File: src/rtl/spi_host_master.sv
// spi_host_master: host-side SPI mode-0 initiator issuing single 24-bit register/RAM frames
module spi_host_master #(
    parameter int CLK_DIV = 4,
    parameter int CS_GAP  = 2
) (
    input  logic       clk,
    input  logic       reset,
    input  logic       i_req,
    input  logic       i_we,
    input  logic [9:0] i_addr,
    input  logic [7:0] i_wdata,
    output logic       o_busy,
    output logic       o_done,
    output logic [7:0] o_rdata,
    output logic       o_sclk,
    output logic       o_ssn,
    output logic       o_mosi,
    input  logic       i_miso
);
    localparam int DW = (CLK_DIV > 2) ? $clog2(CLK_DIV) : 1;
    localparam logic [DW-1:0] DIV_LAST = DW'(CLK_DIV - 1);
    localparam logic [5:0] HALF_LAST = 6'd47;
    localparam logic [5:0] GAP_LAST = 6'(CS_GAP - 1);

    typedef enum logic [2:0] {S_IDLE, S_SETUP, S_SHIFT, S_HOLD, S_GAP} state_t;

    state_t          r_state;
    logic [DW-1:0]   r_div;
    logic [5:0]      r_half;
    logic [23:0]     r_tx;
    logic [7:0]      r_rx;
    logic            r_we;
    logic            r_sclk;
    logic            r_ssn;
    logic            r_busy;
    logic            r_done;
    logic [7:0]      r_rdata;

    state_t          w_state;
    logic [DW-1:0]   w_div;
    logic [5:0]      w_half;
    logic [23:0]     w_tx;
    logic [7:0]      w_rx;
    logic            w_we;
    logic            w_sclk;
    logic            w_ssn;
    logic            w_busy;
    logic            w_done;
    logic [7:0]      w_rdata;
    logic            w_div_last;
    logic [DW-1:0]   w_div_inc;
    logic [7:0]      w_wbyte;

    assign w_div_last = (r_div == DIV_LAST);
    assign w_div_inc  = w_div_last ? '0 : r_div + DW'(1);
    assign w_wbyte    = i_we ? i_wdata : 8'h00;

    assign o_busy  = r_busy;
    assign o_done  = r_done;
    assign o_rdata = r_rdata;
    assign o_sclk  = r_sclk;
    assign o_ssn   = r_ssn;
    assign o_mosi  = r_tx[23];

    // State and output registers; reset aborts any frame without a done pulse
    always_ff @(posedge clk) begin
        if (!reset) begin
            r_state <= S_IDLE;
            r_div   <= '0;
            r_half  <= '0;
            r_tx    <= '0;
            r_rx    <= '0;
            r_we    <= 1'b0;
            r_sclk  <= 1'b0;
            r_ssn   <= 1'b1;
            r_busy  <= 1'b0;
            r_done  <= 1'b0;
            r_rdata <= 8'h00;
        end else begin
            r_state <= w_state;
            r_div   <= w_div;
            r_half  <= w_half;
            r_tx    <= w_tx;
            r_rx    <= w_rx;
            r_we    <= w_we;
            r_sclk  <= w_sclk;
            r_ssn   <= w_ssn;
            r_busy  <= w_busy;
            r_done  <= w_done;
            r_rdata <= w_rdata;
        end
    end

    // Next state and next register values; MOSI is the shifter MSB so it reads 0 whenever the shifter is empty
    always_comb begin
        w_state = r_state;
        w_div   = r_div;
        w_half  = r_half;
        w_tx    = r_tx;
        w_rx    = r_rx;
        w_we    = r_we;
        w_sclk  = r_sclk;
        w_ssn   = r_ssn;
        w_busy  = r_busy;
        w_done  = 1'b0;
        w_rdata = r_rdata;
        case (r_state)
            S_IDLE: begin
                if (i_req) begin
                    w_state = S_SETUP;
                    w_div   = '0;
                    w_half  = '0;
                    w_tx    = {i_we, 5'b0, i_addr, w_wbyte};
                    w_we    = i_we;
                    w_ssn   = 1'b0;
                    w_busy  = 1'b1;
                end
            end
            S_SETUP: begin
                w_div = w_div_inc;
                if (w_div_last) begin
                    w_state = S_SHIFT;
                    w_sclk  = 1'b1;
                    w_rx    = {r_rx[6:0], i_miso};
                end
            end
            S_SHIFT: begin
                w_div = w_div_inc;
                if (w_div_last) begin
                    if (r_half == HALF_LAST) begin
                        w_state = S_HOLD;
                        w_sclk  = 1'b0;
                    end else begin
                        w_half = r_half + 6'd1;
                        w_sclk = ~r_sclk;
                        if (r_sclk)
                            w_tx = {r_tx[22:0], 1'b0};
                        else
                            w_rx = {r_rx[6:0], i_miso};
                    end
                end
            end
            S_HOLD: begin
                w_div = w_div_inc;
                if (w_div_last) begin
                    w_state = S_GAP;
                    w_half  = '0;
                    w_tx    = '0;
                    w_ssn   = 1'b1;
                    w_done  = 1'b1;
                    w_rdata = r_we ? r_rdata : r_rx;
                end
            end
            S_GAP: begin
                w_div = w_div_inc;
                if (w_div_last) begin
                    if (r_half == GAP_LAST) begin
                        w_state = S_IDLE;
                        w_busy  = 1'b0;
                    end else begin
                        w_half = r_half + 6'd1;
                    end
                end
            end
            default: begin
                w_state = S_IDLE;
                w_div   = '0;
                w_tx    = '0;
                w_sclk  = 1'b0;
                w_ssn   = 1'b1;
                w_busy  = 1'b0;
            end
        endcase
    end
endmodule
File: config.mk
export PLATFORM = sky130hd
export DESIGN_NAME = spi_host_master
export DESIGN_NICKNAME = d
export VERILOG_FILES = /design/src/rtl/spi_host_master.sv
export SDC_FILE = /design/constraint.sdc
export NUM_CORES = 1
export LEC_CHECK = 0
export ABC_AREA = 1
export CORE_MARGIN = 1.5
export CORE_UTILIZATION = 55
export DETAILED_ROUTE_END_ITERATION = 6
export PLACE_DENSITY = 0.8
export SLEW_MARGIN = 20
export SYNTH_ARGS = -nofsm -noshare
export SYNTH_HDL_FRONTEND = slang
export SYNTH_SLANG_ARGS = --single-unit
File: constraint.sdc
create_clock -name clk -period 1.8 [get_ports clk]
set_clock_uncertainty 0.05 [all_clocks]
set_input_delay 0.36 -clock clk [delete_from_list [all_inputs] [get_ports clk]]
set_output_delay 0.36 -clock clk [all_outputs]
set_load 0.01 [all_outputs]
# == Word level (Yosys, flattened, before mapping) ==
# Cells that the tools add are included.
# totals
register_bits,56
inputBits,23
out_inout_bits,13
elab_cells,96
# op_classes
addsub,2
eq_ne,18
mux,41
n_bitwise,6
reduce_logical,18
# op_table
cell,count
2-to-1 mux 24 bit,5
case mux 24 bit (4 select lines),1
2-to-1 mux 8 bit,5
2-to-1 mux 6 bit,6
case mux 6 bit (4 select lines),1
"!= test 2 bit, second input constant",11
2-to-1 mux 3 bit,7
case mux 8 bit (2 select lines),1
case mux 3 bit (5 select lines),1
AND reduction 7 bit,2
case mux 1 bit (3 select lines),3
AND reduction 3 bit,3
OR reduction 3 bit,3
2-to-1 mux 1 bit,8
"adder 6 x 1 -> 6 bit, second input constant",1
"== test 3 x 2 -> 1 bit, second input constant",2
"== test 6 x 1 -> 1 bit, second input constant",1
"== test 6 bit, second input constant",1
inverter 1 bit,6
AND reduction 6 bit,1
AND reduction 5 bit,1
2-to-1 mux 2 bit,2
case mux 2 bit (2 select lines),1
AND reduction 2 bit,2
other kinds (10),10

# == Longest topological paths before layout ==
# depth
word_depth,4
mapped_depth,10

# == Least setup slack after synthesis ==
# OpenSTA, ideal clock, no wires.
# synth_path
kind,reg-to-reg
start,reg r_half[0]
end,reg r_half[0]
t_arrival_ps,1346
required_time_ps,1636
setup_slack_ps,289
path_stages_with_launch,11
period_less_slack_ps,1511
cell_sequence,dfxtp_1 > ha_1 > nand2_1 > nor2_1 > nand2_1 > nand2_1 > nand2_2 > nand3_1 > nand2_1 > nand2_1 > nor2_1
# synth_between
elab_chain_cells,4
word_cells_on_any_way,11
cone_classes,add/sub: 1; eq/ne: 4; mux: 5; reduce/logical: 1
# synth_lines
element,line_no,source
from (decl),29,logic [5:0] r_half;
from (signal assigned),82,r_half <= w_half;
adder 6 x 1 -> 6 bit,"134, 161",
"2-to-1 mux 6 bit, on equally long branches","157, 130",
"2-to-1 mux 6 bit, on equally long branches","156, 129",
case mux 6 bit (4 select lines),107,case (r_state)
# Several ways; a longest one is shown, not always the timed one. The select of a mux whose other input is x is not followed.
# A chain may end at the register's enable or synchronous reset.

# == Final worst setup path ==
# layout_path
start,reg r_half[1]
end,reg r_tx[19]
# layout_between
elab_chain_cells,3
# layout_lines
element,line_no,source
== test 6 bit,130,if (r_half == HALF_LAST) begin
!= test 2 bit (no source line),--,
AND reduction 6 bit (no source line),--,
to (signal assigned),83,r_tx <= w_tx;
to (decl),30,logic [23:0] r_tx;
# Every way passes these cells.

==> metrics <==
Most used DFF post-synth dfxtp_1; Distinct cells, synth 26; die width 74.02 µm; root buffer cell clkbuf_8; synthesis warning total 0; die area about 0.0055 mm²; worst-margin pin slew 380.8 ps; slew margin rel. 0.7461; Worst EP required 1940 ps; RR Startpoint r_half[1]$_SDFFE_PN0P_; Gate power share 0.519; fraction of registers with async set/reset 0; Hold Crit Class register to register; layout cells sized above 1 0.09607; Hold Vio Cnt, Final 0; net count after synthesis 443; final routed DRC violation total 0; setup ws final 135.7 ps; pre-CTS worst setup slack -74.88 ps; wl on met1 around 3 mm; Reg clk slew, reported paths approximately 100 ps; leakage dissipation 1.482 nW; Worst Path Arrival 1800 ps; CTS tree yes; Commonest cells post-synth 148 x nand2_1, 56 x dfxtp_1, 43 x nand3_1; Top Layer Used met4; total of max-cap violations 0; CTS hold repair buffers 0; Net Sw Frac 0.4496; Power, Total 0.005159 W; largest net degree at the start of global routing 36; Crit Path Max Fanout 24; Power Density 1546 mW/mm²; largest family of logic cells by synthesized area simple AND/OR/NAND/NOR gates; Int Pwr 0.002840 W; fin crit share 0.9246; Critical path origin r_half[1]$_SDFFE_PN0P_; RSZ-0062 raised after global routing false; DRT Wirelength 6.227 mm; worst skew pair latency 310 ps; routed via count 2,657; simple-gate share of the synthesized area 0.3852; post-layout min period 1664 ps; # H-tree levels 2; Clock power frac 0.135; crit path launch type register; final cell count without fillers ~530; layout net count 483; WS Path Type register to register; post-synthesis adder-cell area fraction 0.01353; DRT iter0 DRCs roughly 210; Post-DRT Antenna Nets 0; Syn Inst Count 417; fill cell count approximately 430; io pins 36; Placed Instances 515; Layout area overhead 20.34%; vias in the first global route 2,369; GP Congestion slightly below 0.9; fin. max-slew vios 0; initial antenna violation count 0; Synth Area in XOR/XNOR 0.003157; Reg power frac 0.346; count leader, synth nand2_1; Die Span Y 74.02 µm; post-synthesis register bit count between 50 and 60; core box area between 0.004 and 0.005 mm²; post-synthesis sequential area ratio 0.4041; DP Wirelength 4.064 mm; worst vdd ir 802.6 µV; largest area contributor in the netlist dfxtp_1; Hold Crit Start r_tx[15]$_SDFFE_PN0P_; Yosys top cell area share 0.4041; fmax 0.6008 GHz; DR vias/cell 5.061; fin util 0.6975; DR WL met3 297 µm; number of CTS-inserted buffers 5; # rows 25; synthesized area per cell approximately 6.7 µm²; Synth Area in Compound Gates 0.09968; synth top area cells dfxtp_1 40%, nand2_1 20%, nand3_1 7.8%; critical path capture point type register; Mapped Area 0.002774 mm²; Initial Util 0.5796; gr usage total 0.2379; EDFF count, synth 0; IO buf count 35; Clock Path Buffers 2; metal2 WL roughly 2.9 mm; total grt overflow 0; outcome finished clean; first-pass GRT wire length 10.22 mm; Final setup viols 0; ANT cells 0; Psw 0.002320 W; DR pass1 iterations 4; Avg WL per Cell 11.86 µm; mux cell area share after synthesis 0; clock sink total 56
==> state kept, by name, indices dropped and copies added, names as in the netlist <==
name and cells:
r_tx 24, r_rx 8, r_we 1, o_rdata 8, o_sclk 1, r_half 6
r_div 2, o_done 1, r_state 3, o_ssn 1, o_busy 1
==> critical path, cell delays in order (launching register included) <==
cell     delay (ps)
dfxtp_1         390
ha_2            220
nand2_1          60
nor2_1          150
nand2_1          90
nand2_1          80
nand2_2         120
buf_6           210
nand3_1         100
a21oi_1          80
==> cell type report <==
cell class | instances | area [µm²] | area share
clock buffer | 6 | 72.57 | 0.02174
clock inverter | 2 | 16.27 | 0.004873
inverter | 38 | 146.4 | 0.04385
multi-input combinational | 306 | 1418 | 0.4247
sequential | 56 | 1122 | 0.3362
tap | 67 | 83.83 | 0.02511
timing repair buffer | 50 | 479.2 | 0.1436
==> repair_timing <==
item	CTS	global route
setup buffers	0	2
resized for setup	0	10
setup endpoints to repair	0	32
==> per-stage QoR <==
stage / cell area, µm² / hold WS [ps] / TNS, ps
floorplan: 2774 / 385.9 / 0
global placement: 3199 / 397.5 / -743.2
detailed placement: 3199 / 404.0 / -1503
CTS: 3288 / 419.4 / 0
global route: 3338 / 436.1 / 0
finish: 3338 / 415.2 / 0
==> final timing paths <==
| path | slack, ps | cells after the start | to |
|---|---|---|---|
| min | 420 | 2 | r_tx[15]$_SDFFE_PN0P_ |
| min reg2reg | 420 | 2 | r_tx[15]$_SDFFE_PN0P_ |
| max | 140 | 9 | r_tx[19]$_SDFFE_PN0P_ |
| max reg2reg | 140 | 9 | r_tx[19]$_SDFFE_PN0P_ |
==> per-layer routing <==
metal  vias up  GRT usage
met3         8    0.05149
met5         -          0
met4         0    0.07613
li1       1402          -
met2        60     0.3770
met1      1187     0.3248
==> cell usage in the layout, fill, tap and decap left out, drive strengths merged <==
cell type,n
nand2,154
xnor2,1
dfxtp,56
clkinvlp,2
nand3,46
ha,3
o22ai,1
clkinv,2
a22oi,1
inv,36
a21oi,40
nand4,4
buf,15
clkdlybuf4s50,35
clkbuf,6
o21ai,11
nand3b,1
nor2,43
a211oi,1
==> power groups by stage <==
stage,logic (W),clock network (W),registers (W)
6_report,0.00268,0.000697,0.00178
4_1_cts,0.00258,0.000708,0.00177
3_5_place_dp,0.00257,0,0.00180
2_1_floorplan,0.00205,0,0.00177
5_1_grt,0.00301,0.000760,0.00182
3_3_place_gp,0.00251,0,0.00180
==> cell families after synthesis <==
group                      after synthesis
AOI/OAI and AO/OA                       54
xor gates and xnor gates                 1
adders and majority gates                3
buffers and inverters                   55
DFF                                     56
and+or+nand+nor                        248
Note: power is estimated with default switching activity, not from simulation.
